File: src/rtl/handshake_fifo_break_dvr_pkg.sv
// ---------------------------------------------------------------------------
// handshake_fifo_break_dvr_pkg
//   Shared definitions for the handshake FIFO slice:
//     HS_CLOG2              pointer / count width helper (never returns < 1)
//     HS_DEFAULT_DATA_WIDTH default token payload width (32)
//     HS_FP16_WIDTH         width of fp16 constant tokens (16)
//     hs_xfer_e             encoding of {push, pop} for one clock edge
// ---------------------------------------------------------------------------
package handshake_fifo_break_dvr_pkg;

    localparam int HS_DEFAULT_DATA_WIDTH = 32;
    localparam int HS_FP16_WIDTH         = 16;

    // Bits needed to encode values 0..value-1. Clamped to 1 so that a
    // one-entry range still gets a real signal.
    function automatic int HS_CLOG2(input int value);
        int r;
        r = 0;
        for (int i = 0; i < 31; i++) begin
            if ((1 << i) < value) r = i + 1;
        end
        return (r < 1) ? 1 : r;
    endfunction

    // {push, pop} seen at one clock edge
    typedef enum logic [1:0] {
        XFER_IDLE = 2'b00,
        XFER_POP  = 2'b01,
        XFER_PUSH = 2'b10,
        XFER_BOTH = 2'b11
    } hs_xfer_e;

endpackage

File: src/rtl/handshake_fifo_mem.sv
// ---------------------------------------------------------------------------
// handshake_fifo_mem
//   DATA_WIDTH x NUM_SLOTS register array backing the handshake FIFO.
//   Synchronous write, asynchronous (combinational) read. Not reset: the
//   FIFO's flags decide whether a slot's contents mean anything.
// Ports
//   clk    in   write clock, rising edge
//   we     in   write enable
//   waddr  in   write slot index (0..NUM_SLOTS-1)
//   wdata  in   write payload
//   raddr  in   read slot index (0..NUM_SLOTS-1)
//   rdata  out  payload stored at raddr
// ---------------------------------------------------------------------------
module handshake_fifo_mem
    import handshake_fifo_break_dvr_pkg::*;
#(
    parameter int DATA_WIDTH = HS_DEFAULT_DATA_WIDTH,
    parameter int NUM_SLOTS  = 2,
    parameter int ADDR_W     = HS_CLOG2(NUM_SLOTS)
) (
    input  logic                  clk,
    input  logic                  we,
    input  logic [ADDR_W-1:0]     waddr,
    input  logic [DATA_WIDTH-1:0] wdata,
    input  logic [ADDR_W-1:0]     raddr,
    output logic [DATA_WIDTH-1:0] rdata
);

    logic [NUM_SLOTS-1:0][DATA_WIDTH-1:0] mem_q;
    logic [NUM_SLOTS-1:0]                 slot_we;

    // One-hot slot enables decoded from the write address
    for (genvar g = 0; g < NUM_SLOTS; g++) begin : g_slot
        assign slot_we[g] = we && (waddr == ADDR_W'(g));
    end

    always_ff @(posedge clk) begin
        for (int i = 0; i < NUM_SLOTS; i++) begin
            if (slot_we[i]) mem_q[i] <= wdata;
        end
    end

    assign rdata = mem_q[raddr];

endmodule

File: src/rtl/handshake_fifo_break_dvr.sv
// ---------------------------------------------------------------------------
// handshake_fifo_break_dvr
//   Elastic FIFO that breaks both the valid/data path and the ready path
//   between a handshake producer and its consumer. ins_ready and outs_valid
//   come straight from flops, so neither side sees a combinational path to
//   the other. Order is preserved; no token is lost or duplicated.
//
//   Optional feature macro: HANDSHAKE_FIFO_OCC_EN
//     defined   -> 'occupancy' output carries the registered token count
//     undefined -> port absent; behaviour otherwise identical
//
// Parameters
//   DATA_WIDTH  token payload width
//   NUM_SLOTS   depth in tokens (>= 2, any value; pointers wrap explicitly)
// Ports
//   clk         in   clock, rising edge
//   rst         in   synchronous active-high reset
//   ins         in   input payload
//   ins_valid   in   input token present
//   ins_ready   out  FIFO can take a token (registered, = ~full)
//   outs        out  head payload, read from storage
//   outs_valid  out  FIFO holds a token (registered, = ~empty)
//   outs_ready  in   consumer takes the head token
//   occupancy   out  token count (HANDSHAKE_FIFO_OCC_EN only)
// ---------------------------------------------------------------------------
module handshake_fifo_break_dvr
    import handshake_fifo_break_dvr_pkg::*;
#(
    parameter int DATA_WIDTH = HS_DEFAULT_DATA_WIDTH,
    parameter int NUM_SLOTS  = 2
) (
    input  logic                  clk,
    input  logic                  rst,
    input  logic [DATA_WIDTH-1:0] ins,
    input  logic                  ins_valid,
    output logic                  ins_ready,
    output logic [DATA_WIDTH-1:0] outs,
    output logic                  outs_valid,
    input  logic                  outs_ready
`ifdef HANDSHAKE_FIFO_OCC_EN
    ,
    output logic [HS_CLOG2(NUM_SLOTS+1)-1:0] occupancy
`endif
);

    localparam int PTR_W = HS_CLOG2(NUM_SLOTS);
    localparam int CNT_W = HS_CLOG2(NUM_SLOTS + 1);

    localparam logic [PTR_W-1:0] LAST_PTR = PTR_W'(NUM_SLOTS - 1);
    localparam logic [CNT_W-1:0] FULL_CNT = CNT_W'(NUM_SLOTS);

    logic [PTR_W-1:0] head_q, head_d;
    logic [PTR_W-1:0] tail_q, tail_d;
    logic [CNT_W-1:0] count_q, count_d;
    logic             full_q, full_d;
    logic             empty_q, empty_d;

    logic             push;
    logic             pop;
    hs_xfer_e         xfer;

    // Explicit wrap so non-power-of-two depths work
    function automatic logic [PTR_W-1:0] ptr_inc(input logic [PTR_W-1:0] p);
        return (p == LAST_PTR) ? '0 : p + PTR_W'(1);
    endfunction

    // Both transfers are qualified only by registered flags, so the
    // ready seen by the producer never depends on this cycle's outs_ready.
    assign push = ins_valid  & ~full_q;
    assign pop  = outs_ready & ~empty_q;
    assign xfer = hs_xfer_e'({push, pop});

    always_comb begin
        head_d  = head_q;
        tail_d  = tail_q;
        count_d = count_q;
        unique case (xfer)
            XFER_PUSH: begin
                tail_d  = ptr_inc(tail_q);
                count_d = count_q + CNT_W'(1);
            end
            XFER_POP: begin
                head_d  = ptr_inc(head_q);
                count_d = count_q - CNT_W'(1);
            end
            XFER_BOTH: begin
                // Only reachable with 0 < count < NUM_SLOTS: count holds
                head_d  = ptr_inc(head_q);
                tail_d  = ptr_inc(tail_q);
            end
            default: ;
        endcase
        // Flags come from the next count so they can be registered
        full_d  = (count_d == FULL_CNT);
        empty_d = (count_d == '0);
    end

    always_ff @(posedge clk) begin
        if (rst) begin
            head_q  <= '0;
            tail_q  <= '0;
            count_q <= '0;
            full_q  <= 1'b0;
            empty_q <= 1'b1;
        end else begin
            head_q  <= head_d;
            tail_q  <= tail_d;
            count_q <= count_d;
            full_q  <= full_d;
            empty_q <= empty_d;
        end
    end

    handshake_fifo_mem #(
        .DATA_WIDTH (DATA_WIDTH),
        .NUM_SLOTS  (NUM_SLOTS),
        .ADDR_W     (PTR_W)
    ) u_mem (
        .clk   (clk),
        .we    (push),
        .waddr (tail_q),
        .wdata (ins),
        .raddr (head_q),
        .rdata (outs)
    );

    assign ins_ready  = ~full_q;
    assign outs_valid = ~empty_q;

`ifdef HANDSHAKE_FIFO_OCC_EN
    assign occupancy = count_q;
`endif

endmodule
File: config.mk
export PLATFORM = sky130hd
export DESIGN_NAME = handshake_fifo_break_dvr
export DESIGN_NICKNAME = d
export VERILOG_FILES = /design/src/rtl/handshake_fifo_break_dvr_pkg.sv /design/src/rtl/handshake_fifo_mem.sv /design/src/rtl/handshake_fifo_break_dvr.sv
export SDC_FILE = /design/constraint.sdc
export NUM_CORES = 1
export LEC_CHECK = 0
export BUFFER_PORTS_ARGS = -buffer_cell sky130_fd_sc_hd__buf_2
export CAP_MARGIN = 20
export CORE_MARGIN = 2
export CORE_UTILIZATION = 52
export CTS_CLUSTER_DIAMETER = 150
export DETAILED_ROUTE_END_ITERATION = 6
export PLACE_DENSITY = 0.78
export SYNTH_ARGS = -nofsm -noshare
export SYNTH_HDL_FRONTEND = slang
export SYNTH_HIERARCHICAL = 1
export SYNTH_SLANG_ARGS = --single-unit
File: constraint.sdc
create_clock -name clk -period 3.3 [get_ports clk]
set_clock_uncertainty 0.1 [all_clocks]
set_input_delay 0.165 -clock clk [delete_from_list [all_inputs] [get_ports clk]]
set_output_delay 0.165 -clock clk [all_outputs]
set_load 0.005 [all_outputs]
==> reports/qor.csv <==
metric,value,unit
status,completed,
max_slew.worst_pin.slew,1070,ps
p_per_area,578,nW/µm²
hold_viol,0,
grt_setup_unrepaired,no,
fin_util,71.3,%
yosysSeqAreaShare,74.4,%
syn_area,2750,µm²
syn_avg_cell_area,20.8,µm²
final_antenna_net_count,0,
gr-total-overflow,0,
cts_made_buffers,9,
first_global_vias,1483,
ys_seq_elements,70,
fin_crit_sh,66.7,%
drc_errors,0,
final_cells,317,
p_leak,1.44,nW
finalWorstSetupSlack,1100,ps
drt_iter0_drc,125,
synth_compound_area_share,1.00,%
setup_viol,0,
peakVddDrop,0.000364,V
cts_max_level,3,
die_h,76.7,µm
drv_slew,0,
max-slew-margin-rel,28.7,%
clk_path_buf_depth,2,
routedWlPerCell,14.4,µm
dp_slack,1410,ps
grt_max_degree,34,
period_needed,2200,ps
wirelength,4570,µm
max_stage_delay,1040,ps
area_delta_synth_final,32.6,%
ys_warn_count,6,
drive_gt1_share,46.6,%
multi_input_area,624,µm²
hold_path_class,input port to register,
syn_inst,132,
fin_hold_ws,177,ps
worst-path-max-fanout,33,
viasPerCell,4.73,
port_buffers,69,
clk_latency,330,ps
hpwl,2670,µm
coreArea,5110,µm²
start_util,53.7,%
fill_cells,338,
yosys.area_share.simple,2.51,%
vias,1500,
die-area,5880,µm²
final-seq-area,2040,µm²
crit_slowest_cell,dfxtp_2,
design_area,3640,µm²
dr.pass1.iters,4,
gr-usage-all-layers,16.5,%
rows,26,
worstPathRequired,3030,ps
final_cell_mix,"69 x buf_2, 64 x edfxtp_1, 33 x dlygate4sd3_1",
die_w,76.7,µm
end_kind,output pin,
ctsRootBufferMaster,clkbuf_8,
pin_count,70,
dpl_cell_area,3120,µm²
cts_tree,done,
final_nets,279,
max-cap-violations,0,
synth_nets,169,
fin_tns_setup,0,ps
grt_pass1_wl,7150,µm
crit_chain,mux2_2 -> buf_2,
synth_top_family_by_area,multiplexers,
p_total,2.10,mW
cts.sinks,70,
synthMuxAreaShare,17.2,%
cpLargestDelayFamily,flip-flops,
crit_buf_inv,1,
cp.arrival,1940,ps
synthDistinctLibCells,19,
placed_cells,268,
startpoint_type,register,
antenna_found_initial,0,
cts.clk_slew.worst_paths,70,ps
gp_congestion,0.737,
synth-adder-area-share,0.456,%
fmax,454,MHz
postCtsResizedCells,0,
diodes,0,
path_class,register to output pin,
synth_xor_area_share,1.28,%
final_common_cell,buf_2,
## final timing paths
kind | start | end | slack [ps] | depth (start not counted)
worst min-delay path | outs_ready | head_q | 180 | 4
worst min register to register | count_q[1] | count_q[1] | 460 | 2
worst max-delay path | head_q | outs[30] | 1100 | 2
worst max register to register | full_q | u_mem/mem_q[5] | 1420 | 2
## sequential cells by signal, indices dropped and copies added (netlist names)
| register | flops |
|---|---|
| tail_q | 1 |
| full_q | 1 |
| empty_q | 1 |
| head_q | 1 |
| count_q | 2 |
| u_mem/mem_q | 64 |
## area by class of cell
cell class,count,area share [%]
repair buffers,103,18.8
flip-flops and latches,70,56.1
inverters,4,0.413
multi-input cells,54,17.2
clock buffers,15,4.30
clock inverters,1,0.825
well taps,70,2.41
## layer usage
metal,track usage (%),routed length (µm),vias to the layer above
li1,-,-,721
met1,21.2,2100,718
met2,24.9,2170,51
met3,5.06,194,10
met4,9.82,98,0
met5,0,0,-
## power by group
group / switching, mW / internal [mW] / leakage [nW]
combinational: 0.127 / 0.208 / 0.701
clock: 0.278 / 0.372 / 0.0919
sequential: 0.0541 / 1.07 / 0.649
total: 0.460 / 1.64 / 1.44
## cell usage after synthesis
cell | n | area share (%)
a21oi_1 | 2 | 0.36
a22oi_1 | 1 | 0.27
and2_1 | 1 | 0.23
and2b_1 | 1 | 0.27
buf_12 | 3 | 2.2
buf_6 | 1 | 0.41
dfxtp_1 | 6 | 4.4
edfxtp_1 | 64 | 70
ha_1 | 1 | 0.46
inv_1 | 4 | 0.55
mux2_2 | 2 | 0.82
mux2_4 | 30 | 16
nor2_1 | 3 | 0.41
nor2b_1 | 4 | 0.91
nor3_1 | 1 | 0.18
o21ai_0 | 2 | 0.36
or2b_1 | 1 | 0.27
or3_1 | 1 | 0.23
xnor2_1 | 4 | 1.3
## worst reg2reg max path, stage by stage (launching register included)
cell	delay (ps)
dfxtp_1	320
nor2b_1	250
nor2b_4	830
## what timing repair did
item | CTS | global route
endpoints found under the hold margin | 69 | 0
hold buffers | 33 | 0
setup buffers | 0 | 0
## logic make-up (layout without fill, tap and decap cells)
kind of cell,after synthesis,count (layout)
adders and majority gates,1,1
buffers and inverters,8,123
AOI/OAI and AO/OA,5,5
and+or+nand+nor,12,12
xor gates and xnor gates,4,4
muxes,32,32
DFF,70,70
Power figures use the tool's default switching activity.
